File: config.mk
export PLATFORM = sky130hd
export DESIGN_NAME = collision_probe
export DESIGN_NICKNAME = d
export VERILOG_FILES = /design/src/rtl/collision_probe.sv
export SDC_FILE = /design/constraint.sdc
export NUM_CORES = 1
export LEC_CHECK = 0
export ABC_AREA = 0
export CORE_UTILIZATION = 35
export DETAILED_ROUTE_END_ITERATION = 10
export SETUP_SLACK_MARGIN = 0.05
export SLEW_MARGIN = 10
export SYNTH_ARGS = -nofsm -noshare
export SYNTH_HDL_FRONTEND = slang
export SYNTH_SLANG_ARGS = --single-unit
File: constraint.sdc
create_clock -name clk -period 2 [get_ports clk]
set_input_delay 0.4 -clock clk [delete_from_list [all_inputs] [get_ports clk]]
set_output_delay 0.4 -clock clk [all_outputs]
set_load 0.1 [all_outputs]
File: src/rtl/collision_probe.sv
// Four-corner hitbox probe: walks TL, TR, BL, BR of a BOX_W x BOX_H box through the
// level map's single collision port and returns one solid/empty bit per corner.
module collision_probe #(
    parameter int BOX_W = 32,
    parameter int BOX_H = 32
) (
    input  logic       clk,
    input  logic       reset,
    input  logic       start,
    input  logic [9:0] px,
    input  logic [9:0] py,
    output logic [9:0] q_x,
    output logic [9:0] q_y,
    input  logic       q_data,
    output logic       busy,
    output logic       done,
    output logic [3:0] hit,
    output logic       any_hit
);

    typedef enum logic [1:0] {
        IDLE  = 2'd0,
        PROBE = 2'd1,
        DONE  = 2'd2
    } state_t;

    // Box extents reduced to 10 bits so corner sums wrap modulo 1024.
    localparam logic [9:0] DX = 10'(BOX_W - 1);
    localparam logic [9:0] DY = 10'(BOX_H - 1);

    state_t     state;
    logic [1:0] idx;
    logic [9:0] base_x;
    logic [9:0] base_y;
    logic [9:0] next_x;
    logic [9:0] next_y;

    // Corner that follows the one currently presented on q_x/q_y.
    always_comb begin
        next_x = base_x;
        next_y = base_y;
        case (idx)
            2'd0: begin
                next_x = base_x + DX;
                next_y = base_y;
            end
            2'd1: begin
                next_x = base_x;
                next_y = base_y + DY;
            end
            default: begin
                next_x = base_x + DX;
                next_y = base_y + DY;
            end
        endcase
    end

    always_ff @(posedge clk) begin
        if (reset) begin
            state  <= IDLE;
            idx    <= 2'd0;
            base_x <= 10'd0;
            base_y <= 10'd0;
            q_x    <= 10'd0;
            q_y    <= 10'd0;
            hit    <= 4'd0;
            done   <= 1'b0;
        end else begin
            case (state)
                IDLE: begin
                    done <= 1'b0;
                    if (start) begin
                        base_x <= px;
                        base_y <= py;
                        q_x    <= px;
                        q_y    <= py;
                        hit    <= 4'd0;
                        idx    <= 2'd0;
                        state  <= PROBE;
                    end
                end
                PROBE: begin
                    hit[idx] <= q_data;
                    if (idx == 2'd3) begin
                        state <= DONE;
                        done  <= 1'b1;
                    end else begin
                        idx <= idx + 2'd1;
                        q_x <= next_x;
                        q_y <= next_y;
                    end
                end
                DONE: begin
                    done  <= 1'b0;
                    state <= IDLE;
                end
                default: begin
                    done  <= 1'b0;
                    state <= IDLE;
                end
            endcase
        end
    end

    assign busy    = (state != IDLE);
    assign any_hit = |hit;

endmodule

# Word-level counts from Yosys, hierarchy flattened
# Cells that the tools add are included.
# word_totals
regBits	49
input_bits	24
output_inout_bits	27
elab_cells	50
# op_classes
addsub	3
n_lt_le_gt_ge	2
n_eq_ne	6
muxes	19
bitwise_logic	1
reduce_logical	11
# op_table
op	n
$mux W10	6
$pmux W10 S2	2
$add A10 B5 Y10 const B	2
$mux W2	4
$pmux W2 S2	2
$pmux W4 S2	1
$ne A2 B2 Y1 const B	3
$reduce_and A2 Y1	3
$bwmux W4	1
$eq A2 B1 Y1 const B	2
$logic_not A2 Y1	2
$mux W4	1
$reduce_bool A2 Y1	2
$reduce_or A4 Y1	1
$lt A2 B3 Y1 const B	1
$reduce_and A3 Y1	1
$add A2 B1 Y2 const B	1
$demux W1 S2	1
$eq A2 B2 Y1 const B	1
$ge A2 B1 Y1 const B	1
$reduce_or A2 Y1	1
$logic_and A1 B1 Y1	1
$mux W1	1
$not A1 Y1	1

# Logic depth before layout (Yosys ltp)
# logic_depth
depth_word	6
depth_mapped	7
depth_no_buf	6

# Worst setup path after synthesis
# Ideal clock, no wire load.
# synth_timing
path_kind	reg-to-output
start	register hit[3]
end	output port any_hit
arrival_ps	1777
required_ps	1600
slack_ps	-177
stages_incl_launch_ff	2
path_buffers	0
cell_sequence	dfxtp_1 or4_1
# synth_via
elab_chain_cells	1
# synth_rtl
item	line	rtl
start, declared	17	output logic [3:0] hit,
start signal, assigned by index	83	hit[idx] <= q_data;
$reduce_or A4 Y1	106	assign any_hit = |hit;
end, declared	18	output logic any_hit
# Every way passes these cells.

# Worst setup path in the final report
# layout_timing
start	register idx[0]
end	register q_x[8]
# layout_via
elab_chain_cells	4
word_cells_on_any_way	7
classes_between	eq/ne (3); mux (3); reduce/logical (1)
# layout_rtl
item	line	rtl
start, declared	32	logic [1:0] idx;
start signal, assigned	88	idx <= idx + 2'd1;
$eq A2 B1 Y1	42	case (idx)
$mux W10	n/a	
$mux W10	84	if (idx == 2'd3) begin
$pmux W10 S2	69	case (state)
end signal, assigned	75	q_x <= px;
end signal, assigned	89	q_x <= next_x;
end, declared	12	output logic [9:0] q_x,
# Parallel ways exist; a longest one is shown, timed or not. The select of a mux whose other input is x is not followed.
# A chain may end at the register's enable or synchronous reset.

==> qor.csv <==
metric,value,unit
Post CTS Setup Buffer Count,0,
fin worst setup slack,184,ps
Final Hold Vio Count,0,
# rows,30,
Area contributors post-synth,"dfxtp_1, nand2_1, a21oi_1",
critical-path maximum fanout,8,
RSZ-0062 raised after global routing,false,
Slew HR,0.694,
Post-Route WL,6.34,mm
antenna violations before repair,0,
most frequent cells in the layout,"nand2_1, dfxtp_1, a21oi_1",
Post-Syn Nets,329,
first-pass detailed-route iteration total,4,
DR iter-0 viols,93,
# Max-Cap Violations,0,
Worst Tran Pin Value,459,ps
fraction of layout cells with a size suffix above 1,0.172,
Mapped Area,2480,um^2
WP data required,2240,ps
Core ar.,6830,um^2
synthesized flop and latch total,49,
post-synthesis sequential area ratio,0.395,
leading area contributor after synthesis,dfxtp_1,
IO Pins,51,
PortBufs,50,
cell area after layout,3150,um^2
Num Clock Sinks,49,
Worst Setup End Kind,flop,
Initial Util,0.363,
kind of critical path,flop to flop,
overflow left after global routing,0,
top cell type's share of synthesized area,0.395,
NumNets Final,373,
cts bufs inserted,5,
largest net degree at the start of global routing,60,
clk_skew,11.8,ps
via count,2222,
max-slew violations,0,
Ys Warns,0,
post-route ant nets,0,
area grow syn2layout,26.9,%
Die Area,7430,um^2
Critical Path Source Type,flop,
WHS,462,ps
GRT Util Overall,0.182,
clock latency on the worst-skew pair,320,ps
# diodes,0,
outcome,finished clean,
Tcrit/Tclk final,0.908,
wire per inst,14.4,um
clock root buffer,clkbuf_8,
"Cell Area, Placed",3060,um^2
final core utilization,0.461,
Placer Congestion,0.733,
"Power, Total",2.54,mW
DP HPWL,4.16,mm
vias per inst,5.05,
CTS tree,done,
CP arrival,2060,ps
clk slew on worst S/H paths,100,ps
post-synthesis cell count,299,
height of the chip,86.2,um
Die X,86.2,um
leak pwr,1.23,nW
first-pass GRT wire length,10.5,mm
worst hold path class,flop to flop,
Remaining DRCs,0,
buffer depth of the longest clock path,2,
"most common cell after layout, fill and taps aside",nand2_1,
Setup WS pre-CTS,-49.4,ps
Finish-stage setup viols,0,
syn avg cell area,8.30,um^2
P per Cell Area,805,nW/um^2
Max H-tree Level,2,
vias in the first global route,2034,
Cell variety after synth,37,
CTS Hold Buffers Added,0,
Peak Freq,0.551,GHz
clock period minus worst slack,1820,ps
# resized after CTS,0,
highest ir drop seen on vdd,0.270,mV
-- synthesized netlist by cell type (all sizes together) --
library cell and number:
nor4b 2, a311oi 2, dfxtp 49, or3 3, a21oi 35, clkbuf 12, xnor2 8, o41ai 2
nand4b 8, buf 10, nand3 2, nor3b 2, xor2 8, nand2b 3, nand2 59, a211oi 4
nand3b 12, a21o 1, and4b 2, nor3 7, inv 7, o21bai 2, o311ai 2, a211o 6
or4 1, nor2b 3, nor2 21, and3 2, ha 6, nor4 2, o21ai 2, a32oi 4
or4b 2, o211ai 8
-- logic make-up after synthesis --
family                   synth area share
flip-flops                          0.395
XOR/XNOR                           0.0565
adder cells (fa/ha/maj)            0.0302
buffers and inverters              0.0484
AND/OR/NAND/NOR                     0.276
AO/OA/AOI/OAI                       0.194
-- layout make-up --
cell class	count	area, um^2
well taps	96	120
multi-input cells	221	1390
fillers	695	3680
clock buffers	5	68.8
clock inverters	3	21.3
inverters	7	26.3
repair buffers	59	546
flip-flops and latches	49	981
-- per-stage QoR --
step,std cells,TNS (ps)
final,440,0
after global routing,440,0
after CTS,440,0
after detailed placement,432,-240
after global placement,432,-260
after floorplan,299,0
-- metal layers --
metal  track usage  share of wire  wire [um]
met3        0.0371          0.044        282
met4        0.0545          0.012         78
met1         0.259           0.51       3250
met5             0              0          0
met2         0.276           0.43       2730
-- power breakdown --
group	total (mW)	internal [mW]	switching, mW
Combinational	0.814	0.255	0.560
Clock	0.616	0.249	0.367
Sequential	1.11	1.04	0.0605
-- state kept, by name (all words and copies together) (netlist names) --
name,cells
done,1
q_y,10
q_x,10
base_x,10
idx,2
state,2
hit,4
base_y,10
-- final timing paths --
path | startpoint | end | slack [ps] | cells after the start
worst max register to register | idx[0] | q_x[8] | 180 | 5
worst min-delay path | q_x[4] | q_x[4] | 460 | 2
worst max-delay path | idx[0] | q_x[8] | 180 | 5
worst min register to register | q_x[4] | q_x[4] | 460 | 2
-- critical path, cell delays in order (launching register included) --
cell,delay (ps)
dfxtp_1,350
ha_1,260
nand2b_1,190
a21o_1,190
or3_1,520
o211ai_2,240
No activity file was read; power rests on OpenSTA's default activity.
==> edit 1: new RTL, same flow settings <==
Put a register stage on the outputs `busy` and `any_hit`, without a reset. The values now appear one clock later. The other outputs are not delayed to match.
--- a/src/rtl/collision_probe.sv
+++ b/src/rtl/collision_probe.sv
@@ -103,6 +103,8 @@
     end
 
-    assign busy    = (state != IDLE);
-    assign any_hit = |hit;
+    always_ff @(posedge clk) begin
+        busy    <= (state != IDLE);
+        any_hit <= |hit;
+    end
 
 endmodule
Behaviour: not the same (a bounded check fails within 4 cycles, from zero or initial values and one cycle with reset high).
==> edit 1 against the original RTL <==
  * Synthesized area increased by 1.6%
  * Final cell count increased by 1.1%
  * Sequential cell count increased by 2
  * Worst setup slack improved by 94 ps
  * Power increased by 0.22%
  * Wire length decreased by 2.7%
  * Design area increased by 1.3%
  * Critical endpoint is now q_y[4]$_SDFFE_PP0P_
==> edit 1: results (changes against the original RTL) <==
Crit Path Max Fanout=12 (+4); Pleak=1.26 nW (+2.4%); hold slack final=460 ps (-1.78 ps); largest net degree at the start of global routing=37 (-38%); worst r2r path cells=6 (+1); status=completed; hold worst-path end=q_y[2]$_SDFFE_PP0P_; Pwr Density=797 nW/um^2 (-1.0%); GRT Util Overall=17.6% (-0.60 points); area fraction in compound gates after synthesis=19.1% (-0.31 points); placer congestion estimate=0.806 (+9.9%); post-synth net total=331 (+0.61%); Seq/Total Area, Yosys=40.5% (+0.96 points); vias in the first global route=2148 (+5.6%); pre-CTS setup slack=-80.2 ps (-30.9 ps); layout cells sized above 1=16.9% (-0.25 points); Largest stage delay, worst path=390 ps (-130 ps); placed cells=437 (+1.2%); Non-Filler Instances=445 (+1.1%); Combinational Power=819 uW (+0.6%); first-pass GRT wire length=10.5 mm (about the same); top cells by area, synth=dfxtp_1 (40%), nand2_1 (8.8%), a21oi_1 (6.7%), o211ai_2 (4.0%), nand3b_1 (3.6%); Initial DRC Count=121 (+30%); Peak supply drop=369 uV (+37%); total net switching power=949 uW (-3.9%); crit path time final=1720 ps (-94.2 ps); CP Capture Point=q_y[4]$_SDFFE_PP0P_; final wirelength=6.17 mm (-2.7%); latest clock arrival within the worst-skew pair=300 ps (-20 ps); dpl cell area=3100 sq um (+1.4%); CP arrival=1960 ps (-100 ps); Seq pwr share=45.2% (+1.6 points); hpwl dp=4.24 mm (+2.0%); Max Clock Skew=4.47 ps (-7.31 ps); adder and majority gate portion of the synthesized area=2.98% (-0.048 points); setup slack, reg-to-reg=280 ps (+90 ps); fin nets=378 (+1.3%); hold_sp=q_y[2]$_SDFFE_PP0P_; cell count after synthesis=301 (+0.67%); relative slew slack=69.1% (-0.31 points)
## edit 1: cell types whose count changed after synthesis
cell     before  now
dfxtp_1      49   51
## edit 1: critical path, delay by kind of cell (launching register included)
family,cells,cell delay (ps)
compound gates,2,400
xor+xnor,1,100
fa+ha+maj,1,370
buf+inv,1,100
flops,1,390
simple gates,1,300
## edit 1: what timing repair did
item | CTS | global route
hold buffers | 0 | 0
gates resized for setup | 0 | 1
endpoints found under the setup margin | 0 | 3
buffers inserted | 0 | 0
endpoints found under the hold margin | 0 | 0
## edit 1: final cells by class
class,count,share of cell area (%)
well taps,96,3.76
repair buffers,62,17.4
flip-flops and latches,51,32.0
clock inverters,1,0.157
clock buffers,7,2.39
inverters,7,0.824
multi-input cells,221,43.5
## edit 1: per-layer routing
metal,part of all wire [%],global-route usage (%)
met1,51,25.0
met2,44,27.2
met3,4.8,3.60
met4,0.57,4.24
met5,0,0
==> edit 2: new RTL, config.mk and constraints unchanged <==
Made on the original files. The parameter `BOX_W` goes from 32 to 16.
--- a/src/rtl/collision_probe.sv
+++ b/src/rtl/collision_probe.sv
@@ -2,5 +2,5 @@
 // level map's single collision port and returns one solid/empty bit per corner.
 module collision_probe #(
-    parameter int BOX_W = 32,
+    parameter int BOX_W = 16,
     parameter int BOX_H = 32
 ) (
Check against the original RTL: not equivalent (a bounded check fails within 4 cycles, from zero or initial values and one cycle with reset high).
==> edit 2 against the original RTL <==
  * Wire length shrank 2.8%
  * Sequential share of layout area is 0.57 points higher
  * Worst setup slack worse by 11 ps
  * First-iteration DRC count grew 20%
  * Power is 1.2% higher
  * Final cell count fell by 3.2%
  * Synthesized area shrank 1.4%
  * Critical path depth increased by 1
  * Design area down 1.5%
  * Sequential cell count is the same
  * Die area fell by 1.4%
  * Synthesized cell count fell by 1.3%
==> edit 2: results (changes against the original RTL) <==
relative slew slack=62.2% (-7.2 points); multiplexer area fraction after synthesis=0% (unchanged); Max Clock Skew=4.14 ps (-7.63 ps); placed cells=418 (-3.2%); CP Launch Point=base_x[0]$_SDFFE_PP0P_; hold slack final=465 ps (+3.45 ps); first-pass GRT wire length=10.5 mm (about the same); placer congestion estimate=0.810 (+11%); Seq/Total Area, Yosys=40.1% (+0.57 points); largest net degree at the start of global routing=41 (-32%); Multi-input gate area=1300 sq um (-6.5%); worst r2r path cells=6 (+1); Largest stage delay, worst path=470 ps (-50 ps); Distinct cells, synth=43 (+16%); Crit-path slowest cell=or4_1; fill cell count=679 (-2.3%); CP arrival=2080 ps (+20 ps); Pleak=1.17 nW (-4.4%); DR vias/cell=5.23 (+3.5%); GRT Util Overall=18.1% (-0.12 points); Crit Path Max Fanout=5 (-3); Initial DRC Count=112 (+20%); met2 Usage GRT=29.7% (+2.1 points); area fraction in compound gates after synthesis=18.5% (-0.95 points); pre-CTS setup slack=104 ps (+153 ps); top cells by area, synth=dfxtp_1 (40%), nand2_1 (8.4%), a21oi_1 (7.2%), xnor2_1 (4.7%), nor2_1 (3.5%); synth cell count leaders=nand2_1 (55), dfxtp_1 (49), a21oi_1 (35); hold_sp=q_y[3]$_SDFFE_PP0P_; WL met2=2.89 mm (+5.9%); mean post-synth cell area=8.30 sq um (about the same); met3 wire len=256 um (-9.2%); hpwl dp=4.25 mm (+2.2%); fin nets=375 (+0.54%); Vias=2226 (+0.18%); final wirelength=6.17 mm (-2.8%); crit path time final=1830 ps (+11.1 ps); Met1 Wirelength=2.95 mm (-9.1%); CP Capture Point=q_x[6]$_SDFFE_PP0P_; met1 global-route usage=24.1% (-1.8 points); met3 usage=3.46% (-0.25 points); post-synth net total=325 (-1.2%); xor and xnor area share after synthesis=5.37% (-0.28 points); status=completed; vias in the first global route=2146 (+5.5%); layout cells sized above 1=17.3% (+0.19 points); hold worst-path end=q_y[3]$_SDFFE_PP0P_; Peak supply drop=355 uV (+31%); adder and majority gate portion of the synthesized area=3.07% (+0.043 points)
==> edit 2: cell types whose count changed after synthesis, moves of 3 or more <==
cell | unedited run | this run
nand3b_1 | 12 | 8
nand2_1 | 59 | 55
o211ai_1 | 0 | 6
clkbuf_8 | 0 | 4
buf_2 | 9 | 2
o211ai_2 | 8 | 0
xor2_1 | 8 | 2
xnor2_1 | 8 | 13
nor3b_1 | 1 | 4
==> edit 2: layout make-up <==
| class | count | area share (%) |
|---|---|---|
| Inverter | 9 | 1.09 |
| Clock inverter | 2 | 0.444 |
| Tap cell | 80 | 3.23 |
| Sequential cell | 49 | 31.7 |
| Multi-Input combinational cell | 215 | 41.8 |
| Timing Repair Buffer | 65 | 19.0 |
| Clock buffer | 6 | 2.66 |
==> edit 2: power breakdown <==
part	switching [mW]	internal (mW)
clock network	0.353	0.281
logic	0.564	0.263
registers	0.0590	1.05
